==> src/rtl/mem_arb_pkg.sv <==
// rtl/mem_arb_pkg.sv - shared types for the multicycle memory arbiter
package mem_arb_pkg;

  typedef enum logic [1:0] {
    IDLE   = 2'd0,
    ACCESS = 2'd1,
    DONE   = 2'd2
  } state_t;

  // Port index: 0 = core, 1 = auxiliary master.
  typedef logic grant_t;

  localparam int FORMAT_WIDTH = 3;

endpackage

==> src/rtl/mem_arb_grant.sv <==
// rtl/mem_arb_grant.sv - next-grant selection for the two requesters
module mem_arb_grant
  import mem_arb_pkg::*;
#(
  parameter int CORE_PRIORITY = 1
) (
  input  logic   req0,
  input  logic   req1,
  input  grant_t last_grant,
  output grant_t grant
);

  always_comb begin
    grant = 1'b0;
    if (req0 && req1) begin
      grant = (CORE_PRIORITY != 0) ? 1'b0 : ~last_grant;
    end else if (req1) begin
      grant = 1'b1;
    end
  end

endmodule

==> src/rtl/multicycle_mem_arbiter.sv <==
// rtl/multicycle_mem_arbiter.sv - shares one memory port between core and auxiliary master
module multicycle_mem_arbiter
  import mem_arb_pkg::*;
#(
  parameter int CORE_PRIORITY  = 1,
  parameter int TIMEOUT_CYCLES = 255,
  parameter int ADDR_WIDTH     = 32,
  parameter int DATA_WIDTH     = 32
) (
  input  logic                    clock,
  input  logic                    reset,
  input  logic                    req0,
  input  logic                    write0,
  input  logic [ADDR_WIDTH-1:0]   addr0,
  input  logic [DATA_WIDTH-1:0]   wdata0,
  input  logic [FORMAT_WIDTH-1:0] format0,
  output logic                    ready0,
  output logic [DATA_WIDTH-1:0]   rdata0,
  output logic                    error0,
  input  logic                    req1,
  input  logic                    write1,
  input  logic [ADDR_WIDTH-1:0]   addr1,
  input  logic [DATA_WIDTH-1:0]   wdata1,
  input  logic [FORMAT_WIDTH-1:0] format1,
  output logic                    ready1,
  output logic [DATA_WIDTH-1:0]   rdata1,
  output logic                    error1,
  output logic                    mem_req,
  output logic                    mem_write,
  output logic [ADDR_WIDTH-1:0]   mem_addr,
  output logic [DATA_WIDTH-1:0]   mem_wdata,
  output logic [FORMAT_WIDTH-1:0] mem_format,
  input  logic                    mem_ready,
  input  logic [DATA_WIDTH-1:0]   mem_rdata
);

  localparam int CNT_W = $clog2(TIMEOUT_CYCLES + 1);
  localparam logic [CNT_W-1:0] CNT_LAST = CNT_W'(TIMEOUT_CYCLES - 1);

  // Width depends on this instance's parameters, so the request record lives here.
  typedef struct packed {
    logic                    write;
    logic [ADDR_WIDTH-1:0]   addr;
    logic [DATA_WIDTH-1:0]   wdata;
    logic [FORMAT_WIDTH-1:0] format;
  } req_t;

  state_t           state;
  grant_t           grant;
  grant_t           last_grant;
  grant_t           next_grant;
  logic [CNT_W-1:0] cnt;
  req_t             req_q;
  req_t             req_port0;
  req_t             req_port1;

  assign req_port0 = '{write: write0, addr: addr0, wdata: wdata0, format: format0};
  assign req_port1 = '{write: write1, addr: addr1, wdata: wdata1, format: format1};

  mem_arb_grant #(
    .CORE_PRIORITY(CORE_PRIORITY)
  ) u_grant (
    .req0      (req0),
    .req1      (req1),
    .last_grant(last_grant),
    .grant     (next_grant)
  );

  // Fields hold while idle; only the store qualifier is gated by mem_req.
  assign mem_write  = mem_req & req_q.write;
  assign mem_addr   = req_q.addr;
  assign mem_wdata  = req_q.wdata;
  assign mem_format = req_q.format;

  always_ff @(posedge clock or negedge reset) begin
    if (!reset) begin
      state      <= IDLE;
      grant      <= 1'b0;
      last_grant <= 1'b1;
      cnt        <= '0;
      req_q      <= '0;
      mem_req    <= 1'b0;
      ready0     <= 1'b0;
      ready1     <= 1'b0;
      rdata0     <= '0;
      rdata1     <= '0;
      error0     <= 1'b0;
      error1     <= 1'b0;
    end else begin
      ready0 <= 1'b0;
      ready1 <= 1'b0;
      rdata0 <= '0;
      rdata1 <= '0;
      error0 <= 1'b0;
      error1 <= 1'b0;
      case (state)
        IDLE: begin
          if (req0 || req1) begin
            grant   <= next_grant;
            req_q   <= next_grant ? req_port1 : req_port0;
            cnt     <= '0;
            mem_req <= 1'b1;
            state   <= ACCESS;
          end
        end
        ACCESS: begin
          if (mem_ready) begin
            mem_req <= 1'b0;
            state   <= DONE;
            if (grant) begin
              ready1 <= 1'b1;
              rdata1 <= mem_rdata;
            end else begin
              ready0 <= 1'b1;
              rdata0 <= mem_rdata;
            end
          end else if (cnt == CNT_LAST) begin
            // Watchdog expiry: complete with an error and no data.
            mem_req <= 1'b0;
            state   <= DONE;
            if (grant) begin
              ready1 <= 1'b1;
              error1 <= 1'b1;
            end else begin
              ready0 <= 1'b1;
              error0 <= 1'b1;
            end
          end else if (cnt != {CNT_W{1'b1}}) begin
            cnt <= cnt + CNT_W'(1);
          end
        end
        DONE: begin
          last_grant <= grant;
          state      <= IDLE;
        end
        default: begin
          mem_req <= 1'b0;
          state   <= IDLE;
        end
      endcase
    end
  end

endmodule

==> config.mk <==
export PLATFORM = sky130hd
export DESIGN_NAME = multicycle_mem_arbiter
export DESIGN_NICKNAME = d
export VERILOG_FILES = /design/src/rtl/mem_arb_pkg.sv /design/src/rtl/mem_arb_grant.sv /design/src/rtl/multicycle_mem_arbiter.sv
export SDC_FILE = /design/constraint.sdc
export NUM_CORES = 1
export LEC_CHECK = 0
export BUFFER_PORTS_ARGS = -buffer_cell sky130_fd_sc_hd__buf_4
export CAP_MARGIN = 20
export CORE_ASPECT_RATIO = 0.9
export CORE_MARGIN = 2
export CORE_UTILIZATION = 50
export CTS_CLUSTER_DIAMETER = 120
export CTS_CLUSTER_SIZE = 12
export DETAILED_ROUTE_END_ITERATION = 10
export GPL_ROUTABILITY_DRIVEN = 0
export PLACE_DENSITY = 0.85
export SLEW_MARGIN = 20
export SYNTH_ARGS = -nofsm -noshare
export SYNTH_HDL_FRONTEND = slang
export SYNTH_SLANG_ARGS = --single-unit
export TNS_END_PERCENT = 30
==> constraint.sdc <==
create_clock -name clock -period 3 [get_ports clock]
set_clock_uncertainty 0.2 [all_clocks]
set_input_delay 0.3 -clock clock [delete_from_list [all_inputs] [get_ports clock]]
set_output_delay 0.3 -clock clock [all_outputs]
set_load 0.05 [all_outputs]
# ---- Word-level counts from Yosys, hierarchy flattened
# Cells that the tools add are included.
dict set report totals {
  elab_cells 68
  regBits 148
  inputBits 173
  output_inout_bits 137
}
dict set report op_classes {
  n_bitwise 2
  mux 34
  n_reduce_logical 8
  addsub 1
  n_eq_ne 9
}
# operator count
set op_table {}
lappend op_table {{$mux W32} 6}
lappend op_table {{$mux W68} 1}
lappend op_table {{$mux W8} 4}
lappend op_table {{$mux W1} 17}
lappend op_table {{$pmux W8 S2} 1}
lappend op_table {{$add A8 B1 Y8 const B} 1}
lappend op_table {{$eq A8 B8 Y1 const B} 1}
lappend op_table {{$ne A2 B2 Y1 const B} 4}
lappend op_table {{$ne A8 B8 Y1 const B} 1}
lappend op_table {{$mux W2} 3}
lappend op_table {{$reduce_and A5 Y1} 1}
lappend op_table {{$pmux W2 S2} 1}
lappend op_table {{$reduce_and A2 Y1} 2}
lappend op_table {{$ne A3 B3 Y1 const B} 1}
lappend op_table {{$pmux W1 S3} 1}
lappend op_table {{$reduce_and A3 Y1} 1}
lappend op_table {{$eq A2 B1 Y1 const B} 1}
lappend op_table {{$eq A2 B2 Y1 const B} 1}
lappend op_table {{$logic_not A2 Y1} 1}
lappend op_table {{$reduce_bool A2 Y1} 1}
lappend op_table {{$and A1 B1 Y1} 1}
lappend op_table {{$logic_and A1 B1 Y1} 1}
lappend op_table {{$logic_or A1 B1 Y1} 1}
lappend op_table {{$not A1 Y1} 1}

# ---- Longest topological paths before layout
dict set report depth {
  ltp_word 5
  ltp_mapped 7
}

# ---- By module
# A second synthesis with hierarchy kept.
dict set report unflattened {
  hier_cells 585
  area_unflattened_um2 6560.0
}
# module area_per_inst_um2 instances cells_each
set modules_own_cells {}
lappend modules_own_cells {multicycle_mem_arbiter 6546.3 1 584}
lappend modules_own_cells {mem_arb_grant 13.8 1 1}

# ---- Least setup slack after synthesis
# No wires, ideal clock.
dict set report synth_timing {
  kind {reg-to-reg}
  startpoint {reg cnt[0]}
  endpoint {reg cnt[1]}
  path_slack_ns 1.153
  setup_ns 0.132
  path_stages_with_launch 6
  arrival_ns 1.515
  required_time_ns 2.668
  cell_sequence {dfrtp_1 > ha_1 > and4_1 > a211oi_2 > a21boi_1 > o22ai_1}
}
dict set report synth_between {
  elab_chain_cells 5
  elab_cells_between_ends 10
  classes_between {1 x add/sub; 4 x eq/ne; 4 x mux; 1 x reduce/logical}
}
# item line
set synth_rtl {}
lappend synth_rtl {{from (decl)} multicycle_mem_arbiter.sv:52} ;# logic [CNT_W-1:0] cnt;
lappend synth_rtl {{from (signal assigned)} multicycle_mem_arbiter.sv:129} ;# cnt <= cnt + CNT_W'(1);
lappend synth_rtl {{$add A8 B1 Y8} multicycle_mem_arbiter.sv:129}
lappend synth_rtl {{$mux W8} multicycle_mem_arbiter.sv:128} ;# end else if (cnt != {CNT_W{1'b1}}) begin
lappend synth_rtl {{$mux W8} multicycle_mem_arbiter.sv:117} ;# end else if (cnt == CNT_LAST) begin
lappend synth_rtl {{$mux W8} multicycle_mem_arbiter.sv:107} ;# if (mem_ready) begin
lappend synth_rtl {{$pmux W8 S2} multicycle_mem_arbiter.sv:96} ;# case (state)
# Parallel ways exist; a longest one is shown, timed or not. The select of a mux whose other input is x is not followed.
# A chain may end at the register's enable or synchronous reset.

# ---- Worst setup path after layout
dict set report layout_timing {
  startpoint {in req0}
  endpoint {reg req_q (netlist bit mem_addr[10])}
}
dict set report layout_between {
  elab_chain_cells 3
  elab_cells_between_ends 5
  classes_between {2 x mux; 3 x reduce/logical}
}
# item line
set layout_rtl {}
lappend layout_rtl {{from (decl)} multicycle_mem_arbiter.sv:12} ;# input logic req0,
lappend layout_rtl {{$logic_and A1 B1 Y1} mem_arb_grant.sv:15} ;# if (req0 && req1) begin
lappend layout_rtl {{$mux W1} mem_arb_grant.sv:15}
lappend layout_rtl {{$mux W68} multicycle_mem_arbiter.sv:100} ;# req_q <= next_grant ? req_port1 : req_port0;
lappend layout_rtl {{to (signal assigned)} multicycle_mem_arbiter.sv:100}
lappend layout_rtl {{to (decl)} multicycle_mem_arbiter.sv:53} ;# req_t req_q;
# Parallel ways exist; a longest one is shown, timed or not.

==> results.json <==
{
  "fin_crit_sh_pct": 79.8,
  "fin_ws_ns": 0.607,
  "area_delta_synth_final_pct": 59.8,
  "endpoint_kind": "flop",
  "finalSetupViolCount": 0,
  "utilization_pct": 81.6,
  "grt.overflow.total": 0,
  "synth_edf_count": 0,
  "synth_cells": 581,
  "path_max_fanout": 47,
  "hold_end": "mem_wdata[16]$_DFFE_PN0P_",
  "core-area_sq_mm": 0.0127,
  "synth.avg_cell_area_sq_um": 11.1,
  "grt_use_total_pct": 33.8,
  "hold_ws_ns": -0.0121,
  "place_ws_ns": 0.692,
  "final_cells": 1126,
  "netlist_area_sq_mm": 0.00647,
  "violations": "negative hold slack",
  "io_pins": 310,
  "r2r-end": "rdata1[2]$_DFF_PN0_",
  "drcViolationCount": 0,
  "tritoncts.num_buffers": 17,
  "numClockSinks": 148,
  "antenna_found_initial": 2,
  "worst_path_max_delay_cell": "dlygate4sd3_1",
  "die_w_microns": 124,
  "clk_path_buf_depth": 2,
  "status": "complete, but fails checks",
  "detail-route-antenna-nets": 0,
  "holdCritPathClass": "in2reg",
  "num_rows": 39,
  "synth.area.top_cells": "dfrtp_1 57%, mux2i_1 11%, buf_4 8.1%",
  "drt_iter0_markers": 380,
  "total_power_w": 0.00984,
  "wl_microns": 23100,
  "num-nets-final": 1122,
  "crit_path_start_kind": "primary input",
  "reg2reg_slack_ns": 0.62,
  "p_per_area_mw_per_mm2": 951,
  "synthDominantCellAreaShare_pct": 57.2,
  "min_from": "wdata0[16]",
  "die_y_microns": 112,
  "required_ns": 3.08,
  "grt_pass1_wl_microns": 34900,
  "yosysUniqueCellTypes": 39,
  "slew_violations": 0,
  "critPathMostFrequentCell": "dlygate4sd3_1",
  "ys.flop_type": "dfrtp_1",
  "hold_viol_final": 1,
  "worstReg2RegStart": "state[0]$_DFFE_PN0P_",
  "max_freq_mhz": 418,
  "synth.yosys.seq_area_share_pct": 57.2,
  "cts-root-buf": "clkbuf_16",
  "routedWlPerCell_microns": 20.5,
  "placed_cells": 961,
  "grt_max_degree": 95,
  "yosysMostFrequentCell": "dfrtp_1",
  "slowest_delay_ns": 0.62,
  "cts-resized-gates": 0,
  "syn_nets": 756,
  "rsz0062_at_grt": "no",
  "path_cells": "dlygate4sd3_1, buf_4, nor2b_4, buf_12, mux2i_1, dlygate4sd3_1, o21ai_1",
  "critical_path_class": "in2reg",
  "cts_tree": "done",
  "hold_depth": 3,
  "slew_headroom_pct": 40.3,
  "initial_core_util_pct": 51.0,
  "clkSlewWorstSetupHoldPaths_ns": 0.06,
  "hpwlAfterDp_microns": 12800,
  "ir_worst_vdd_v": 0.000576,
  "vias_per_cell": 5.20,
  "leakagePower_nw": 5.17,
  "synth_async_sr_flop_share_pct": 100,
  "maxCapViolations": 0,
  "port_buffers": 309,
  "dieArea_sq_mm": 0.0139,
  "worst_pin_slew_ns": 0.896,
  "nFillCells": 665,
  "tns_ns": 0,
  "ys_ff_latch": 148,
  "synth_top_area_cell": "dfrtp_1",
  "fin_crit_ns": 2.39,
  "critPathArrivalTime_ns": 2.47,
  "r2r_cells": 3,
  "vias": 5853,
  "yosysWarnings": 0,
  "first_global_vias": 6540,
  "ctsHtreeMaxLevel": 4,
  "drive_above_1_share_pct": 36.6,
  "firstDrtPassIters": 6,
  "synth.top_cells.by_count": "148 x dfrtp_1, 72 x nand2_1, 70 x buf_4",
  "clk_latency_ns": 0.42
}
[critical path: cells and delay by family]
| kind | cells | cell delay, ns |
|---|---|---|
| AND/OR/NAND/NOR | 1 | 0.14 |
| buffers and inverters | 4 | 1.63 |
| AO/OA/AOI/OAI | 1 | 0.09 |
| multiplexers | 1 | 0.26 |
[where the power goes]
group | switching (W) | internal, W
clock network | 0.000850 | 0.00131
registers | 0.000373 | 0.00260
logic | 0.00329 | 0.00142
[how the worst max path moves through the flow]
stage	from	endpoint	slack (ns)
final	req0	mem_addr[10]$_DFFE_PN0P_	0.61
after global routing	state[0]$_DFFE_PN0P_	rdata1[13]$_DFF_PN0_	0.43
after CTS	req0	mem_format[0]$_DFFE_PN0P_	0.65
after detailed placement	state[0]$_DFFE_PN0P_	rdata1[13]$_DFF_PN0_	0.69
after global placement	state[0]$_DFFE_PN0P_	rdata1[28]$_DFF_PN0_	0.83
after floorplan	cnt[0]$_DFFE_PN0P_	cnt[1]$_DFFE_PN0P_	1.15
[metrics by stage]
| step | instance area, sq um | hold WS [ns] |
|---|---|---|
| floorplan | 6470 | -0.196 |
| global placement | 8440 | 0.0668 |
| detailed placement | 8440 | 0.0830 |
| CTS | 10300 | 0.000495 |
| global route | 10300 | 0.00447 |
| finish | 10300 | -0.0121 |
[cell type report]
cell class	count	area, sq um	share of cell area [%]
Timing Repair Buffer	447	3710	35.9
Sequential cell	148	3700	35.8
Multi-Input combinational cell	330	2120	20.5
Clock buffer	19	433	4.18
Tap cell	164	205	1.98
Clock inverter	12	158	1.52
Inverter	3	11.3	0.109
Antenna cell	3	7.51	0.0726
[cells in the final DEF, fill, tap and decap left out, types with 2 or more instances in the layout]
cell type / n
diode_2: 3
a21oi_1: 2
nor2_1: 6
o211ai_1: 2
buf_4: 313
and2_1: 65
nand4_1: 3
clkinv_4: 3
nand3_1: 3
a31oi_1: 7
o21ai_0: 14
inv_1: 3
mux2i_1: 69
nor3_1: 4
bufinv_16: 3
o21a_1: 2
a21o_1: 3
dfrtp_1: 148
buf_12: 2
o21ai_1: 56
clkbuf_1: 2
clkinv_2: 2
clkinvlp_4: 3
ha_1: 2
or2b_1: 2
dlygate4sd3_1: 131
clkbuf_16: 17
nand2_1: 72
[state kept, by name, summed over array words and instances (netlist names)]
name and cells:
ready1 1, grant 1, req_q 1, state 2
mem_req 1, mem_format 3, rdata0 32, error1 1
mem_wdata 32, ready0 1, error0 1, rdata1 32
cnt 8, mem_addr 32
[logic make-up after synthesis]
logic type | after synthesis | synth area share (%)
and+or+nand+nor | 163 | 12.9
AOI/OAI and AO/OA | 96 | 8.48
muxes | 69 | 10.7
DFF | 148 | 57.2
adders and majority gates | 2 | 0.386
buffers and inverters | 103 | 10.4
[timing repair]
action / 4_1_cts / 5_1_grt
hold buffers: 131 / 0
buffers inserted: 0 / 0
hold endpoints to repair: 168 / 0
[metal layers]
metal  GRT usage (%)  routed length, microns
met1            34.1                    7730
met2            57.8                   11800
met3            13.3                    2230
met4            21.1                    1380
met5               0                       0
Note: power is estimated with default switching activity, not from simulation.
